===== config.mk =====
export PLATFORM = sky130hd
export DESIGN_NAME = if_fetch_stage
export DESIGN_NICKNAME = d
export VERILOG_FILES = /design/src/rtl/if_fetch_stage.sv
export SDC_FILE = /design/constraint.sdc
export NUM_CORES = 1
export LEC_CHECK = 0
export CORE_MARGIN = 2
export CORE_UTILIZATION = 30
export CTS_BUF_LIST = sky130_fd_sc_hd__clkbuf_4 sky130_fd_sc_hd__clkbuf_8 sky130_fd_sc_hd__clkbuf_16
export CTS_CLUSTER_SIZE = 25
export DETAILED_ROUTE_END_ITERATION = 6
export DONT_BUFFER_PORTS = 1
export GPL_ROUTABILITY_DRIVEN = 0
export GPL_TIMING_DRIVEN = 0
export HOLD_SLACK_MARGIN = 0.1
export PLACE_DENSITY = 0.47
export SKIP_CTS_REPAIR_TIMING = 1
export SLEW_MARGIN = 40
export SYNTH_ARGS = -nofsm -noshare
export SYNTH_HDL_FRONTEND = slang
export SYNTH_SLANG_ARGS = --single-unit

===== constraint.sdc =====
create_clock -name clk -period 4.7 [get_ports clk]
set_clock_uncertainty 0.15 [all_clocks]
set_input_delay 0.94 -clock clk [delete_from_list [all_inputs] [get_ports clk]]
set_output_delay 0.94 -clock clk [all_outputs]
set_load 0.005 [all_outputs]

===== src/rtl/if_fetch_stage.sv =====
// if_fetch_stage: PC generation, imem request issue and a 2-entry prefetch queue feeding IF/ID.
// Optional macro FETCH_PERF_EN adds a saturating stall-cycle counter on stall_cnt.
module if_fetch_stage #(
  parameter logic [15:0] RESET_PC  = 16'h0000,
  parameter logic [15:0] NOP_INS   = 16'h0000,
  parameter int          MAX_OUTST = 2
) (
  input  logic        clk,
  input  logic        reset_n,
  input  logic        stall_in,
  input  logic        redirect_in,
  input  logic [15:0] redirect_pc,
  output logic        imem_req,
  output logic [15:0] imem_addr,
  input  logic        imem_ready,
  input  logic        imem_rvalid,
  input  logic [15:0] imem_rdata,
  output logic [15:0] pc_out,
  output logic [15:0] ins_out,
  output logic        valid_out,
  output logic [15:0] stall_cnt
);
  localparam logic [1:0] LP_MAX_OUTST = 2'(MAX_OUTST);

  logic [15:0] r_fetch_pc;
  logic [1:0]  r_outst;
  logic [1:0]  r_drop_cnt;
  logic [15:0] r_tag [2];
  logic        r_tag_rd;
  logic        r_tag_wr;
  logic [15:0] r_q_pc [2];
  logic [15:0] r_q_ins [2];
  logic        r_q_rd;
  logic        r_q_wr;
  logic [1:0]  r_q_count;

  logic        w_accept;
  logic        w_pop;
  logic        w_push;
  logic        w_drop;
  logic [2:0]  w_occupancy;
  logic [1:0]  w_outst_after_resp;

  assign valid_out = (r_q_count != 2'd0);
  assign pc_out    = valid_out ? r_q_pc[r_q_rd]  : 16'h0000;
  assign ins_out   = valid_out ? r_q_ins[r_q_rd] : NOP_INS;

  assign w_pop  = valid_out && !stall_in && !redirect_in;
  assign w_drop = imem_rvalid && (redirect_in || (r_drop_cnt != 2'd0));
  assign w_push = imem_rvalid && !w_drop;

  // The head leaving this cycle frees its slot, so a ready memory sustains one word per cycle.
  assign w_occupancy = 3'(r_q_count) + 3'(r_outst) - 3'(w_pop);
  assign imem_req    = reset_n && !redirect_in && (w_occupancy < 3'd2) &&
                       (r_outst < LP_MAX_OUTST);
  assign imem_addr   = r_fetch_pc;
  assign w_accept    = imem_req && imem_ready;

  assign w_outst_after_resp = r_outst - 2'(imem_rvalid);

  always_ff @(posedge clk or negedge reset_n) begin
    if (!reset_n) begin
      r_fetch_pc <= RESET_PC;
      r_outst    <= 2'd0;
      r_drop_cnt <= 2'd0;
    end else if (redirect_in) begin
      // Everything still in flight belongs to the old path and must be discarded.
      r_fetch_pc <= redirect_pc;
      r_outst    <= w_outst_after_resp;
      r_drop_cnt <= w_outst_after_resp;
    end else begin
      if (w_accept) begin
        r_fetch_pc <= r_fetch_pc + 16'd1;
      end
      r_outst <= w_outst_after_resp + 2'(w_accept);
      if (w_drop) begin
        r_drop_cnt <= r_drop_cnt - 2'd1;
      end
    end
  end

  always_ff @(posedge clk or negedge reset_n) begin
    if (!reset_n) begin
      r_tag[0] <= 16'h0000;
      r_tag[1] <= 16'h0000;
      r_tag_rd <= 1'b0;
      r_tag_wr <= 1'b0;
    end else if (redirect_in) begin
      r_tag_rd <= 1'b0;
      r_tag_wr <= 1'b0;
    end else begin
      if (w_accept) begin
        r_tag[r_tag_wr] <= r_fetch_pc;
        r_tag_wr        <= !r_tag_wr;
      end
      if (w_push) begin
        r_tag_rd <= !r_tag_rd;
      end
    end
  end

  always_ff @(posedge clk or negedge reset_n) begin
    if (!reset_n) begin
      r_q_pc[0]  <= 16'h0000;
      r_q_pc[1]  <= 16'h0000;
      r_q_ins[0] <= 16'h0000;
      r_q_ins[1] <= 16'h0000;
      r_q_rd     <= 1'b0;
      r_q_wr     <= 1'b0;
      r_q_count  <= 2'd0;
    end else if (redirect_in) begin
      r_q_rd    <= 1'b0;
      r_q_wr    <= 1'b0;
      r_q_count <= 2'd0;
    end else begin
      if (w_push) begin
        r_q_pc[r_q_wr]  <= r_tag[r_tag_rd];
        r_q_ins[r_q_wr] <= imem_rdata;
        r_q_wr          <= !r_q_wr;
      end
      if (w_pop) begin
        r_q_rd <= !r_q_rd;
      end
      r_q_count <= r_q_count + 2'(w_push) - 2'(w_pop);
    end
  end

  // The issue rule reserves a slot for every outstanding word; overflow means a protocol break.
  always_ff @(posedge clk) begin
    if (reset_n) begin
      assert (!(w_push && !w_pop && (r_q_count == 2'd2)));
    end
  end

`ifdef FETCH_PERF_EN
  logic [15:0] r_stall_cnt;

  always_ff @(posedge clk or negedge reset_n) begin
    if (!reset_n) begin
      r_stall_cnt <= 16'h0000;
    end else if (stall_in && (r_stall_cnt != 16'hFFFF)) begin
      r_stall_cnt <= r_stall_cnt + 16'd1;
    end
  end

  assign stall_cnt = r_stall_cnt;
`else
  assign stall_cnt = 16'h0000;
`endif

endmodule

==> After elaboration in Yosys (flattened, before gate mapping) <==
Cells that the tools add are included.
{ "op_classes": {"add_sub_neg": 8, "order_cmp": 8, "mux": 32, "bitwise_logic": 5, "n_reduce_logical": 26} }
{ "ops": {"columns": ["cell", "n"], "rows": [
  ["16-bit 2-to-1 mux", 15],
  ["32-bit bitwise mux", 3],
  ["16-bit demux with 1-bit select", 2],
  ["16-bit by 1-bit adder with 16-bit output (second input constant)", 1],
  ["2-bit nonzero test", 6],
  ["1-bit logical AND", 10],
  ["2-bit >= comparator (second input constant)", 4],
  ["1-bit 2-to-1 mux", 8],
  ["2-bit 2-to-1 mux", 4],
  ["1-bit inverter with 2-bit output", 4],
  ["1-bit zero test", 7],
  ["2-bit by 1-bit adder with 2-bit output", 2],
  ["2-bit by 1-bit less-than comparator with 1-bit output (second input constant)", 2],
  ["2-bit AND reduction", 2],
  ["2-bit by 1-bit subtractor with 2-bit output", 2],
  ["2-bit by 2-bit adder with 3-bit output", 1],
  ["3-bit by 2-bit less-than comparator with 1-bit output (second input constant)", 1],
  ["3-bit by 1-bit subtractor with 3-bit output", 1],
  ["2-bit less-than comparator (second input constant)", 1],
  ["2-bit by 1-bit subtractor with 2-bit output (second input constant)", 1],
  ["1-bit logical OR", 1],
  ["1-bit inverter", 1]
]} }
{ "word_totals": {"regBits": 122, "in_bits": 38, "out_inout_bits": 66} }

==> Longest topological paths before layout <==
Gate-level depths: netlist (run 1).
{ "depth": {"ltp_word": 10, "ltp_mapped": 14} }

==> Worst setup path before layout (run 1) <==
No wires, ideal clock.
{ "synth_timing": {"kind": "input port to flip-flop", "start": "in redirect_in", "end": "reg r_tag[21] (netlist name)", "setup_ns": 0.125, "arrival_time_ns": 4.166, "required_ns": 4.425, "setup_slack_ns": 0.259, "cell_stages": 14, "cell_sequence": "clkbuf_1 > clkbuf_1 > buf_1 > nor3_1 > ha_1 > nand2b_1 > fa_1 > nand4bb_1 > clkbuf_1 > nor3b_4 > nor2b_1 > buf_4 > buf_6 > mux2_2"} }
{ "synth_between": {"elab_chain_cells": 8} }
{ "synth_rtl": {"columns": ["item", "line", "text"], "rows": [
  ["start, declared", "11", "input logic redirect_in,"],
  ["1-bit zero test", "48, 54", null],
  ["1-bit logical AND", "48", "assign w_pop = valid_out && !stall_in && !redirect_in;"],
  ["3-bit by 1-bit subtractor with 3-bit output", "53", "assign w_occupancy = 3'(r_q_count) + 3'(r_outst) - 3'(w_pop);"],
  ["3-bit by 2-bit less-than comparator with 1-bit output", "54", "assign imem_req = reset_n && !redirect_in && (w_occupancy < 3'd2) &&"],
  ["1-bit logical AND (2 in series)", "54", null],
  ["1-bit logical AND", "57", "assign w_accept = imem_req && imem_ready;"],
  ["2-bit AND reduction (no source line) (*)", null, null],
  ["end signal, assigned by index", "93", "r_tag[r_tag_wr] <= r_fetch_pc;"],
  ["end, declared", "28", "logic [15:0] r_tag [2];"]
]} }
Every way passes the cells marked *; elsewhere a longest branch is shown, timed or not.
A chain may end at the register's enable or synchronous reset.

==> Worst setup path in the final report (run 1) <==
{ "layout_timing": {"start": "in redirect_in", "end": "out imem_req"} }
{ "layout_between": {"elab_chain_cells": 6} }
{ "layout_rtl": {"columns": ["item", "line", "text"], "rows": [
  ["1-bit zero test (*)", "48, 54", null],
  ["1-bit logical AND", "48", null],
  ["3-bit by 1-bit subtractor with 3-bit output", "53", null],
  ["3-bit by 2-bit less-than comparator with 1-bit output", "54", null],
  ["1-bit logical AND (*) (2 in series)", "54", null],
  ["end, declared", "13", "output logic imem_req,"]
]} }
Marked as above.

==> impl_metrics.toml, run 1 <==
[synth]
syn_area_um2 = 5850
synth_area_leaders = "dfrtp_1, mux2_2, mux2i_1, nor2_1, buf_4"
synth-async-reset-ratio = 1.00
yosysSeqAreaShare = 0.522
yosysWarnings = 0
synthDistinctLibCells = 41
synth_area_per_cell_um2 = 11.3
ys_ff_latch = 122
yosys.area.top_type = "dfrtp_1"
synthCells = 520
ys.flop_type = "dfrtp_1"
synth_top_area_share = 0.522
synth_edf_count = 0

[sta]
rsz0062_at_grt = "false"
tns_ps = 0
slew_headroom = 0.468
tightest_slew_ps = 798
fin_crit_ps = 4510
max_freq_ghz = 0.222
hold_viol = 0
setup_ws_ps = 193
slew_violations = 0
setup_viol = 0
finalCritPeriodShare = 0.959

[critical_path]
crit_slowest_cell = "fa_1"
cp_max_fo = 10
cp_data_arrival_time_ps = 3420
r2r_cells = 12
critPathLaunch = "redirect_in"
critPathKind = "input port to output pin"
r2r-end = "r_tag[30]"
path_cells = "clkbuf_2 -> clkbuf_2 -> clkbuf_2 -> nor3_2 -> ha_1 -> nand2b_1 -> fa_1 -> nand4bb_1 -> clkbuf_1 -> nor2_1"
crit_end = "imem_req"
crit_path_frequent_cell = "clkbuf_2"
start_kind = "input port"
crit_required_ps = 3610
reg2reg_slack_ps = 720
rr_startpoint = "r_q_count[1]"
max_stage_delay_ps = 470
cp-end-kind = "output pin"

[layout]
insertedDiodeCount = 0
fin_util = 0.353
multi_input_area_um2 = 2570
fillers = 1953
regArea_um2 = 3050
drive_above_1_share = 0.221
area_delta_synth_final_pct = 16.4
nets = 602
fin_area_um2 = 6810

[clock_network]
cts_buffers = 17
clkSlewWorstSetupHoldPaths_ps = 50
root_buffer = "clkbuf_16"
clock_path_buffers = 2
cts_tree = "yes"
clk_latency_ps = 420
cts.sinks = 122
htree_levels = 4

[global_route]
grt_max_degree = 125
grt_overflow = 0
grt_antenna_before_repair = 0
grt_pass1_vias = 3987
grt_usage = 0.142
grt_pass1_wl_um = 22000

[die]
num_rows = 51
initial_utilization = 0.304
io_pins = 104
dieArea_um2 = 20600
die_w_um = 144
die_height_um = 144
core_um2 = 19300

[drt]
drtIter0Drc = 154
drt-pass1-iter-count = 4
wirelength_um = 13900
vias = 3890
ant_nets = 0
drc = 0
wl_per_cell_um = 16.8
via_per_inst = 4.69

[power_and_ir_drop]
p_total_w = 0.00380
peakVddDrop_v = 0.000300
power.density_nw_per_um2 = 557
p_leak_nw = 2.94

[placed_design]
dp_slack_ps = -764
portBuffers = 0
dpl.hpwl_um = 9790
placed_area_um2 = 6240

[worst_hold_path]
hp-class = "input port to async pin"

[run]
maxCapViolations = 0

[status]
outcome = "complete, no violations"
==> metal layers <==
| metal | share of wire | vias to the layer above | track usage | wire (um) |
|---|---|---|---|---|
| li1 | - | 1848 | - | - |
| met5 | 0 | - | 0 | 0 |
| met3 | 0.066 | 14 | 0.0487 | 923 |
| met1 | 0.47 | 1922 | 0.188 | 6520 |
| met2 | 0.45 | 106 | 0.217 | 6300 |
| met4 | 0.012 | 0 | 0.0485 | 165 |
==> report_power, final <==
group          total (W)  switching, W  internal (W)
clock network    0.00115      0.000431      0.000722
logic            0.00103      0.000550      0.000484
registers        0.00161      0.000203       0.00141
==> worst min-delay path by stage <==
stage,cells after the start,to,slack (ps),from
after floorplan,2,r_q_pc[0],300,r_q_pc[0]
after global placement,2,r_q_pc[2],310,r_q_pc[2]
after detailed placement,2,r_q_pc[5],320,r_q_pc[5]
after CTS,0,imem_addr[8],50,reset_n
after global routing,2,r_q_pc[4],350,r_q_pc[4]
final,1,imem_addr[8],320,reset_n
==> cells in the final DEF, fill, tap and decap left out, types with 8 or more instances in the layout <==
master | netlist | layout
conb_1 | 1 | 16
nor2_1 | 64 | 64
a21oi_1 | 18 | 18
clkbuf_16 | 0 | 17
mux2_2 | 64 | 64
xnor2_1 | 8 | 8
clkbuf_1 | 23 | 21
buf_4 | 18 | 18
o21ai_0 | 26 | 26
ha_1 | 8 | 8
mux2i_1 | 51 | 51
dfrtp_1 | 122 | 122
nand2_1 | 32 | 32
inv_1 | 13 | 13
==> critical path, delay by kind of cell <==
| kind | cells | cell delay [ps] |
|---|---|---|
| buffers and inverters | 4 | 1030 |
| adders and majority gates | 2 | 750 |
| and+or+nand+nor | 4 | 690 |
==> cell usage after synthesis, drive strengths merged (8+ instances only) <==
master,count
nand2,32
xnor2,9
a21oi,18
ha,8
buf,22
inv,13
clkbuf,23
mux2,64
o21ai,26
dfrtp,122
nor2,64
mux2i,51
==> sequential cells by signal, summed over array words and instances (netlist names) <==
register and count:
r_q_pc 32, imem_addr 16, r_q_wr 1, r_q_count 2
r_outst 2, r_drop_cnt 2, r_q_rd 1, r_tag_rd 1
r_q_ins 32, r_tag_wr 1, r_tag 32
==> stage by stage <==
stage / std cells / hold slack, ps
floorplan: 535 / 300
global placement: 800 / 311
detailed placement: 800 / 320
CTS: 829 / 50.3
global route: 830 / 347
finish: 830 / 323
==> area by class of cell <==
class / count / area share
repair buffers: 1 / 0.00404
clock inverters: 4 / 0.00294
flip-flops and latches: 122 / 0.448
inverters: 13 / 0.00717
multi-input cells: 355 / 0.378
clock buffers: 25 / 0.0731
well taps: 265 / 0.0487
plain buffers: 45 / 0.0377
==> cells by family after synthesis <==
family,after synthesis,share of synthesized area
compound gates,59,0.0586
xor+xnor,13,0.0207
fa+ha+maj,9,0.0205
buf+inv,58,0.0515
flops,122,0.522
mux,115,0.210
other cells,1,0.000641
simple gates,143,0.116
Note: power is estimated with default switching activity, not from simulation.
==> inputs of run 2 (changes only) <==
--- a/config.mk
+++ b/config.mk
@@ -14,6 +14,7 @@
 export GPL_ROUTABILITY_DRIVEN = 0
 export GPL_TIMING_DRIVEN = 0
 export HOLD_SLACK_MARGIN = 0.1
+export MAX_ROUTING_LAYER = met4
 export PLACE_DENSITY = 0.47
 export SKIP_CTS_REPAIR_TIMING = 1
 export SLEW_MARGIN = 40
==> constraint.sdc (replaced) <==
create_clock -name clk -period 5.3 [get_ports clk]
set_clock_uncertainty 0.15 [all_clocks]
set_input_delay 1.06 -clock clk [delete_from_list [all_inputs] [get_ports clk]]
set_output_delay 1.06 -clock clk [all_outputs]
set_load 0.005 [all_outputs]
==> impl_metrics.toml, run 2 (synthesis gave the netlist of run 1 again) <==
[critical_path]
r2r_cells = 12
cp-end-kind = "output pin"
critPathKind = "input port to output pin"
cp_max_fo = 10
r2r-end = "r_tag[30]"
crit_required_ps = 4090
worst-path-stages = 10
crit_family = "buffers and inverters"
rr_startpoint = "r_q_count[1]"
critPathLaunch = "redirect_in"
crit_slowest_cell = "fa_1"
max_stage_delay_ps = 470
crit_end = "imem_req"
crit_buf_inv = 4
reg2reg_slack_ps = 1270
start_kind = "input port"
cp_data_arrival_time_ps = 3770
path_cells = "clkbuf_1 -> clkbuf_2 -> clkbuf_2 -> nor3_1 -> ha_1 -> nand2b_1 -> fa_1 -> nand4bb_1 -> clkbuf_1 -> nor2_1"

[drt]
drc = 0
drt-pass1-iter-count = 7
drtIter0Drc = 180
via_per_inst = 4.70
vias = 3900
ant_nets = 0
wirelength_um = 13900
wl_per_cell_um = 16.7

[layout]
area_delta_synth_final_pct = 15.8
fin_area_um2 = 6780
insertedDiodeCount = 0
mostFrequentLayoutCells = "dfrtp_1, nor2_1, mux2_2"
fillers = 1955
final_common_cell = "dfrtp_1"
nets = 601
top_regs = "r_q_ins x32, r_q_pc x32, r_tag x32"
drive_above_1_share = 0.216

[die]
dieArea_um2 = 20600
die_w_um = 144
die_height_um = 144
io_pins = 104
num_rows = 51
initial_utilization = 0.304
core_um2 = 19300

[power_and_ir_drop]
power.density_nw_per_um2 = 494
peakVddDrop_v = 0.000269
p_total_w = 0.00335
p_leak_nw = 2.92
p_int_w = 0.00231
p_sw_w = 0.00103
switching_share = 0.309
power_frac_clock = 0.306
sequentialPowerShare = 0.426
pwr-share-comb = 0.268

[global_route]
busiest_layer = "met2"
grt_util_met1 = 0.189
grt_usage = 0.147
grt_antenna_before_repair = 0
grt_overflow = 0
grt_pass1_wl_um = 22000
use_met2 = 0.218
grt_max_degree = 125
grt_pass1_vias = 3978
gr-usage-met3 = 0.0490

[clock_network]
cts_tree = "yes"
clock_path_buffers = 2
cts_buffers = 17
root_buffer = "clkbuf_16"
htree_levels = 4
clkSlewWorstSetupHoldPaths_ps = 50
cts.sinks = 122
clk_latency_ps = 420

[status]
outcome = "complete, no violations"

[sta]
finalCritPeriodShare = 0.939
slew_headroom = 0.462
tightest_slew_ps = 806
rsz0062_at_grt = "false"
hold_viol = 0
slew_violations = 0
fin_crit_ps = 4980
setup_viol = 0
max_freq_ghz = 0.201

[run]
maxCapViolations = 0

[placed_design]
dpl.hpwl_um = 9790
placed_area_um2 = 6240
portBuffers = 0

[worst_hold_path]
hp-class = "input port to async pin"
[run 2: changes by cell type in the layout (fill, tap and decap cells not counted), sizes merged]
| cell | change |
|---|---|
| buf | -1 |
[run 2: stage by stage]
| stage | utilization | hold WS (ps) | TNS, ps | setup WS (ps) | cells |
|---|---|---|---|---|---|
| final | 0.352 | 189 | 0 | 324 | 829 |
| after detailed placement | 0.324 | 320 | -6800 | -284 | 800 |
| after global placement | 0.324 | 311 | -4600 | -215 | 800 |
| after global routing | 0.352 | 167 | 0 | 157 | 829 |
| after CTS | 0.351 | 170 | -141 | -141 | 829 |
| after floorplan | - | 300 | 0 | 739 | 535 |
[run 2: power groups by stage]
stage | Sequential (W) | Clock, W | Combinational, W
after detailed placement | 0.00145 | 0 | 0.000891
after CTS | 0.00143 | 0.00105 | 0.000897
final | 0.00143 | 0.00102 | 0.000896
after floorplan | 0.00139 | 0 | 0.000708
after global placement | 0.00143 | 0 | 0.000861
after global routing | 0.00147 | 0.00110 | 0.00101
[run 2: layout make-up]
cell class / count / area, um^2 / area share
Buffer: 45 / 255 / 0.0377
Clock buffer: 25 / 498 / 0.0735
Clock inverter: 4 / 20.0 / 0.00295
Inverter: 13 / 48.8 / 0.00720
Multi-Input combinational cell: 355 / 2570 / 0.379
Sequential cell: 122 / 3050 / 0.451
Tap cell: 265 / 332 / 0.0489
[run 2: how the worst min path moves through the flow]
| stage | startpoint | endpoint | slack, ps | cells after the start |
|---|---|---|---|---|
| floorplan | r_q_pc[0] | r_q_pc[0] | 300 | 2 |
| global placement | r_q_pc[2] | r_q_pc[2] | 310 | 2 |
| detailed placement | r_q_pc[5] | r_q_pc[5] | 320 | 2 |
| CTS | reset_n | imem_addr[8] | 170 | 0 |
| global route | reset_n | imem_addr[9] | 170 | 0 |
| finish | reset_n | imem_addr[9] | 190 | 0 |
[run 2: worst reg2reg max path: stages (launching register included)]
cell and delay (ps):
dfrtp_1 400, nor2_1 530, nor3_1 190, ha_1 320, nand2b_1 150, fa_1 520, nand4bb_1 110, clkbuf_1 220
nor3b_4 450, nor2b_1 190, buf_4 170, buf_6 170, mux2_2 340
[run 2: routing by layer]
metal / routed length, um / part of all wire
met3: 962 / 0.069
met4: 158 / 0.011
met5: 0 / 0
met2: 6250 / 0.45
met1: 6480 / 0.47
==> inputs of run 3 (changes only) <==
--- a/config.mk
+++ b/config.mk
@@ -6,7 +6,7 @@
 export NUM_CORES = 1
 export LEC_CHECK = 0
 export CORE_MARGIN = 2
-export CORE_UTILIZATION = 30
+export CORE_UTILIZATION = 40
 export CTS_BUF_LIST = sky130_fd_sc_hd__clkbuf_4 sky130_fd_sc_hd__clkbuf_8 sky130_fd_sc_hd__clkbuf_16
 export CTS_CLUSTER_SIZE = 25
 export DETAILED_ROUTE_END_ITERATION = 6
@@ -15,7 +15,7 @@
 export GPL_TIMING_DRIVEN = 0
 export HOLD_SLACK_MARGIN = 0.1
 export MAX_ROUTING_LAYER = met4
-export PLACE_DENSITY = 0.47
+export PLACE_DENSITY = 0.57
 export SKIP_CTS_REPAIR_TIMING = 1
 export SLEW_MARGIN = 40
 export SYNTH_ARGS = -nofsm -noshare
==> impl_metrics.toml, run 3 (synthesis gave the netlist of run 1 again) <==
[sta]
rsz0062_at_grt = "false"
slew_violations = 0
max_freq_ghz = 0.198
hold_viol = 0
finalCritPeriodShare = 0.955
slew_headroom = 0.455
fin_crit_ps = 5060
tightest_slew_ps = 817
setup_ws_ps = 239
setup_viol = 0

[global_route]
grt_usage = 0.179
grt_pass1_vias = 4034
grt_pass1_wl_um = 21100
grt_max_degree = 125
grt_antenna_before_repair = 0
grt_overflow = 0

[clock_network]
cts_tree = "yes"
root_buffer = "clkbuf_16"
cts.sinks = 122
clkSlewWorstSetupHoldPaths_ps = 50
cts_buffers = 17
clock_path_buffers = 2
clk_latency_ps = 420
htree_levels = 4

[critical_path]
crit_family = "buffers and inverters"
crit_required_ps = 4090
max_stage_delay_ps = 480
r2r-end = "r_tag[30]"
start_kind = "input port"
crit_buf_inv = 4
crit_path_frequent_cell = "clkbuf_1"
path_cells = "clkbuf_1 -> clkbuf_1 -> clkbuf_2 -> nor3_1 -> ha_1 -> nand2b_1 -> fa_1 -> nand4bb_1 -> clkbuf_1 -> nor2_1"
r2r_cells = 12
cp_max_fo = 10
cp-end-kind = "output pin"
rr_startpoint = "r_q_count[1]"
cp_data_arrival_time_ps = 3850
reg2reg_slack_ps = 1380
critPathKind = "input port to output pin"
crit_slowest_cell = "fa_1"
critPathLaunch = "redirect_in"

[drt]
drt-pass1-iter-count = 4
ant_nets = 0
via_per_inst = 5.26
wirelength_um = 12900
drc = 0
wl_per_cell_um = 17.2
drtIter0Drc = 183
vias = 3944

[status]
outcome = "complete, no violations"

[die]
die_height_um = 125
io_pins = 104
num_rows = 44
initial_utilization = 0.406
core_um2 = 14400
die_w_um = 125
dieArea_um2 = 15600

[placed_design]
dpl.hpwl_um = 8950
dp_slack_ps = -143
portBuffers = 0

[layout]
mostFrequentLayoutCells = "dfrtp_1, nor2_1, mux2_2"
final_common_cell = "dfrtp_1"
top_regs = "r_q_ins x32, r_q_pc x32, r_tag x32"
nets = 601
insertedDiodeCount = 0
drive_above_1_share = 0.217
area_delta_synth_final_pct = 15.4
fin_util = 0.468

[power_and_ir_drop]
p_leak_nw = 2.96
peakVddDrop_v = 0.000272
power.density_nw_per_um2 = 513

[run]
maxCapViolations = 0

[worst_hold_path]
hp-class = "input port to async pin"
-- run 3: layer usage --
layer | wire length [um] | GRT usage
met5 | 0 | -
met4 | 122 | 0.0582
met3 | 980 | 0.0719
met2 | 5990 | 0.264
met1 | 5810 | 0.228
-- run 3: worst max-delay path by stage --
stage                     cells past startpoint  slack (ps)   endpoint
final                                        10         240   imem_req
after global routing                         10          40   imem_req
after CTS                                     9          -7   imem_req
after detailed placement                     14        -140  r_tag[27]
after global placement                       14        -130  r_tag[27]
after floorplan                              14         740  r_tag[21]
-- run 3: metrics by stage --
stage / cells / hold slack [ps] / power, W / TNS [ps] / instance area, um^2
after floorplan: 535 / 300 / 0.00210 / 0 / 5910
after global placement: 719 / 311 / 0.00227 / -2520 / 6140
after detailed placement: 719 / 320 / 0.00232 / -2610 / 6140
after CTS: 750 / 170 / 0.00349 / -7.08 / 6740
after global routing: 750 / 156 / 0.00370 / 0 / 6750
final: 750 / 184 / 0.00347 / 0 / 6750
-- run 3: where the power goes --
part	internal, W	leakage, nW	switching [W]
clock network	0.000758	0.303	0.000399
registers	0.00125	1.56	0.000181
logic	0.000426	1.09	0.000457
-- run 3: layout make-up --
class | instances | area [um^2]
Inverter | 13 | 48.8
Clock buffer | 24 | 509
Clock inverter | 7 | 88.8
Tap cell | 184 | 230
Fill cell | 1346 | 7670
Sequential cell | 122 | 3050
Buffer | 45 | 254
Multi-Input combinational cell | 355 | 2570
-- run 3: worst reg2reg max path, stage by stage (launching register included) --
cell	delay, ps
dfrtp_1	400
nor2_1	470
nor3_1	160
ha_1	300
nand2b_1	150
fa_1	530
nand4bb_1	110
clkbuf_1	210
nor3b_4	440
nor2b_1	190
buf_4	180
buf_6	170
mux2_2	340
